===== src/rtl/serial_frame_rx.sv =====
// Serial frame receiver: oversamples an external bit clock in the CLK domain and
// assembles LSB-first frames. Optional even parity bit enabled by SERIAL_FRAME_RX_PARITY_EN.
module serial_frame_rx #(
  parameter int DATA_W      = 8,
  parameter int FIELD_W     = 4,
  parameter int TIMEOUT_CYC = 1024
) (
  input  logic               CLK,
  input  logic               RESET_N,
  input  logic               RCLK,
  input  logic               RDATA,
  input  logic               RSYNC,
  output logic [DATA_W-1:0]  DATA_OUT,
  output logic               DATA_VALID,
  output logic [FIELD_W-1:0] COLOR,
  output logic [FIELD_W-1:0] SIZE,
  output logic               FRAME_ERR,
  output logic               PARITY_ERR,
  output logic [15:0]        FRAME_CNT
);

`ifdef SERIAL_FRAME_RX_PARITY_EN
  localparam int FRAME_LEN = DATA_W + 1;
`else
  localparam int FRAME_LEN = DATA_W;
`endif
  localparam int IDX_W  = $clog2(FRAME_LEN);
  localparam int TCNT_W = $clog2(TIMEOUT_CYC);
  localparam logic [IDX_W-1:0]  LAST_IDX = IDX_W'(FRAME_LEN - 1);
  localparam logic [TCNT_W-1:0] TCNT_MAX = TCNT_W'(TIMEOUT_CYC - 1);

  typedef enum logic {IDLE, RECV} state_t;

  // Bit order in the synchronizer vectors: 0 = RCLK, 1 = RDATA, 2 = RSYNC.
  // RDATA shares the RCLK pipeline depth so sampled data stays aligned to the edge.
  logic [2:0] async_in;
  logic [2:0] meta_reg;
  logic [2:0] sync_reg;
  logic       rclk_prev_reg;

  assign async_in = {RSYNC, RDATA, RCLK};

  genvar gi;
  generate
    for (gi = 0; gi < 3; gi++) begin : g_sync
      always_ff @(posedge CLK) begin
        if (!RESET_N) begin
          meta_reg[gi] <= 1'b0;
          sync_reg[gi] <= 1'b0;
        end else begin
          meta_reg[gi] <= async_in[gi];
          sync_reg[gi] <= meta_reg[gi];
        end
      end
    end
  endgenerate

  always_ff @(posedge CLK) begin
    if (!RESET_N) rclk_prev_reg <= 1'b0;
    else          rclk_prev_reg <= sync_reg[0];
  end

  logic bit_edge;
  logic rdata_sync;
  logic rsync_sync;

  assign bit_edge   = sync_reg[0] & ~rclk_prev_reg;
  assign rdata_sync = sync_reg[1];
  assign rsync_sync = sync_reg[2];

  state_t                state_reg, state_next;
  logic [IDX_W-1:0]      idx_reg, idx_next;
  logic [TCNT_W-1:0]     tcnt_reg, tcnt_next;
  logic [FRAME_LEN-1:0]  shift_reg, shift_next;
  logic                  frame_done;
  logic                  load;
  logic                  frame_err_next;
  logic                  parity_err_next;

  always_ff @(posedge CLK) begin
    if (!RESET_N) begin
      state_reg <= IDLE;
      idx_reg   <= '0;
      tcnt_reg  <= '0;
      shift_reg <= '0;
    end else begin
      state_reg <= state_next;
      idx_reg   <= idx_next;
      tcnt_reg  <= tcnt_next;
      shift_reg <= shift_next;
    end
  end

  // Priority: RSYNC restart, then bit edge, then timeout.
  always_comb begin
    state_next      = state_reg;
    idx_next        = idx_reg;
    tcnt_next       = tcnt_reg;
    shift_next      = shift_reg;
    frame_done      = 1'b0;
    frame_err_next  = 1'b0;
    parity_err_next = 1'b0;
    load            = 1'b0;

    if (rsync_sync) begin
      state_next = IDLE;
      idx_next   = '0;
      tcnt_next  = '0;
    end else if (bit_edge) begin
      tcnt_next  = '0;
      // Bits arrive LSB first, so shifting in at the top leaves bit 0 at position 0.
      shift_next = {rdata_sync, shift_reg[FRAME_LEN-1:1]};
      if (state_reg == IDLE) begin
        state_next = RECV;
        idx_next   = IDX_W'(1);
      end else if (idx_reg == LAST_IDX) begin
        state_next = IDLE;
        idx_next   = '0;
        frame_done = 1'b1;
      end else begin
        idx_next = idx_reg + IDX_W'(1);
      end
    end else if (state_reg == RECV) begin
      if (tcnt_reg == TCNT_MAX) begin
        state_next     = IDLE;
        idx_next       = '0;
        tcnt_next      = '0;
        frame_err_next = 1'b1;
      end else begin
        tcnt_next = tcnt_reg + TCNT_W'(1);
      end
    end

`ifdef SERIAL_FRAME_RX_PARITY_EN
    if (frame_done) begin
      if (^shift_next) parity_err_next = 1'b1;
      else             load            = 1'b1;
    end
`else
    load = frame_done;
`endif
  end

  logic [DATA_W-1:0] data_out_reg;
  logic              data_valid_reg;
  logic              frame_err_reg;
  logic [15:0]       frame_cnt_reg;

  always_ff @(posedge CLK) begin
    if (!RESET_N) begin
      data_out_reg   <= '1;
      data_valid_reg <= 1'b0;
      frame_err_reg  <= 1'b0;
      frame_cnt_reg  <= '0;
    end else begin
      data_valid_reg <= load;
      frame_err_reg  <= frame_err_next;
      if (load) begin
        data_out_reg <= shift_next[DATA_W-1:0];
        if (frame_cnt_reg != 16'hFFFF) frame_cnt_reg <= frame_cnt_reg + 16'd1;
      end
    end
  end

`ifdef SERIAL_FRAME_RX_PARITY_EN
  logic parity_err_reg;
  always_ff @(posedge CLK) begin
    if (!RESET_N) parity_err_reg <= 1'b0;
    else          parity_err_reg <= parity_err_next;
  end
  assign PARITY_ERR = parity_err_reg;
`else
  logic unused_parity;
  assign unused_parity = parity_err_next;
  assign PARITY_ERR    = 1'b0;
`endif

  assign DATA_OUT   = data_out_reg;
  assign DATA_VALID = data_valid_reg;
  assign FRAME_ERR  = frame_err_reg;
  assign FRAME_CNT  = frame_cnt_reg;
  assign COLOR      = data_out_reg[FIELD_W-1:0];
  assign SIZE       = data_out_reg[2*FIELD_W-1:FIELD_W];

endmodule

===== config.mk =====
export PLATFORM = sky130hd
export DESIGN_NAME = serial_frame_rx
export DESIGN_NICKNAME = d
export VERILOG_FILES = /design/src/rtl/serial_frame_rx.sv
export SDC_FILE = /design/constraint.sdc
export NUM_CORES = 1
export LEC_CHECK = 0
export BUFFER_PORTS_ARGS = -buffer_cell sky130_fd_sc_hd__buf_2
export CORE_UTILIZATION = 55
export DETAILED_ROUTE_END_ITERATION = 10
export HOLD_SLACK_MARGIN = 0.02
export PLACE_DENSITY = 0.89
export SYNTH_ARGS = -nofsm -noshare
export SYNTH_HDL_FRONTEND = slang
export SYNTH_SLANG_ARGS = --single-unit

===== constraint.sdc =====
create_clock -name CLK -period 2.3 [get_ports CLK]
set_clock_uncertainty 0.2 [all_clocks]
set_input_delay 0.46 -clock CLK [delete_from_list [all_inputs] [get_ports CLK]]
set_output_delay 0.46 -clock CLK [all_outputs]
set_load 0.01 [all_outputs]

==> metrics <==
first-pass GRT wire length about 7.3 mm; Syn Inst Count 267; remaining global-route overflow 0; Initial DRC Count 140; WS Path Type register to register; required time at the worst-slack endpoint 2.34 ns; top layer used by detailed routing met4; Total Power 1.665 mW; count of hold-fix buffers inserted at cts 0; crit path max-delay cell type or4_1; Area Overhead vs Synth 11.65%; Root Buffer clkbuf_8; met2 WL 2.190 mm; Syn Area/Cell 9.133 sq um; Power Density 611.6 nW/um^2; Worst-Skew Late Latency between 0.3 and 0.4 ns; Fin Hold WS roughly 0.14 ns; synth unique cells 49; gr usage total 0.2126; Remaining DRCs 0; clock-pin slew on the worst setup and hold paths ~0.1 ns; critical path arrival ~2.2 ns; Fin. Hold Viols 0; status finished clean; DR vias/cell around 5.5; syn_nets approximately 280; share of layout cells above drive strength 1 0.2140; First-pass DRT Iterations 4; metal3 WL 158 um; multi-input logic area 1224 sq um; Max stage delay on crit path between 0.6 and 0.7 ns; row count 23; Fmax 0.4697 GHz; CP delay by family, top simple AND/OR/NAND/NOR gates; Final Setup Violations 0; ANT nets after route 0; Die Footprint 4704 sq um; Max IR drop VDD approximately 0.36 mV; Final min period 2.129 ns; number of synthesized flops with an enable pin 0; post-route clock period utilization 0.9256; Yosys warnings 0; most frequent cells in the layout dfxtp_1 (54), nand2_1 (53), buf_2 (38); Metal-1 WL 2.143 mm; Num CTS Buffers 5; Die W between 60 and 70 um; # nets final between 300 and 400; CP Launch Type register; Max-cap violations 0; Port Buffer Count 38; most used cell, CP ha_1; io pins 40; share of synthesized flip-flops with an asynchronous set or reset 0; Largest register FFs 16; most common cell after layout, fill and taps aside dfxtp_1; cell area after synthesis 2439 sq um; Synth Flop Type dfxtp_1; Total Wirelength 4.569 mm; Yosys reg bits 54; GP Congestion 0.7647; # fillers 326; Tightest Hold Check Type input pin to register; initial antenna violation count 0; crit end category register; Sink Count 54; FF+latch area between 1000 and 1500 sq um; Leak 1.078 nW; Core Footprint 4115 sq um; clock buffer depth 2; CTS HTree Levels 2; DR vias ~1900; CTS resizes 0; Routed WL per cell 13.09 um; Seq/Total Area, Yosys 0.4433; critical path cell sequence ha_1 > ha_1 > nand3_2 > or4_1 > a21boi_1; Ant. Diodes 0; largest net degree at the start of global routing 51; CTS tree done; maximum net fanout on the critical path 16; Die Span Y 68.59 um; detailed placer's ending HPWL 3.089 mm; max-slew violations 0; setup TNS 0 ns; Post-CTS Setup Bufs 0; crit path buf inv count 0; vias in the first global route 1647; initial core utilization 0.5926; RSZ-0062 raised after global routing false
-- report_power, final --
part	switching [mW]	total (mW)	internal (mW)
combinational	0.0316	0.0515	0.0199
sequential	0.00507	0.948	0.942
clock	0.334	0.666	0.332
total	0.370	1.67	1.29
-- layout make-up --
cell class,instances,area share
inverter,1,0.001379
tap,50,0.02298
clock inverter,3,0.01746
multi-input combinational,192,0.4494
clock buffer,5,0.02528
timing repair buffer,44,0.08640
sequential,54,0.3971
-- stage by stage --
step                        util  cells  worst slack (ns)  cell area, sq um
after floorplan                -    267            0.3822              2439
after global placement    0.6333    341            0.3252              2606
after detailed placement  0.6333    341            0.2216              2606
after CTS                 0.6616    349            0.1825              2723
after global routing      0.6616    349           0.06439              2723
final                     0.6616    349            0.1710              2723
-- kinds of logic (layout without fill, tap and decap cells) --
group                    Yosys count  in the layout  synth area share
multiplexers                      11             11           0.04567
AO/OA/AOI/OAI                     28             28           0.08568
AND/OR/NAND/NOR                  141            141            0.3233
other                              1              1          0.001538
flip-flops                        54             54            0.4433
XOR/XNOR                           7              7           0.02514
adder cells (fa/ha/maj)            4              4           0.02052
buffers and inverters             21             53           0.05490
-- Yosys cell counts, drive strengths merged (3+ instances only) --
cell type,count,area [sq um]
nor3b,3,33.78
dfxtp,54,1081
and2,9,56.30
nand4,9,62.56
nand2,53,198.9
ha,4,50.05
o21ai,3,15.01
nand2b,11,68.82
buf,14,107.6
or4,4,30.03
nor2,16,60.06
xor2,5,43.79
nand3,17,90.09
clkbuf,6,22.52
mux2i,10,100.1
a21boi,10,75.07
o31ai,3,22.52
nor4,6,77.58
-- worst paths after layout --
kind                    start             to  slack (ns)  depth (start not counted)
hold / removal          RDATA    meta_reg[1]        0.14                          2
hold reg to reg   meta_reg[2]     rsync_sync        0.25                          1
setup reg to reg   idx_reg[0]  FRAME_CNT[14]        0.17                          5
setup / recovery   idx_reg[0]  FRAME_CNT[14]        0.17                          5
-- routing by layer --
metal,GRT usage,vias to the layer above
met2,0.3578,51
met4,0.1068,0
met5,0,-
met1,0.2586,893
li1,-,984
met3,0.03783,7
No activity file was read; power rests on OpenSTA's default activity.
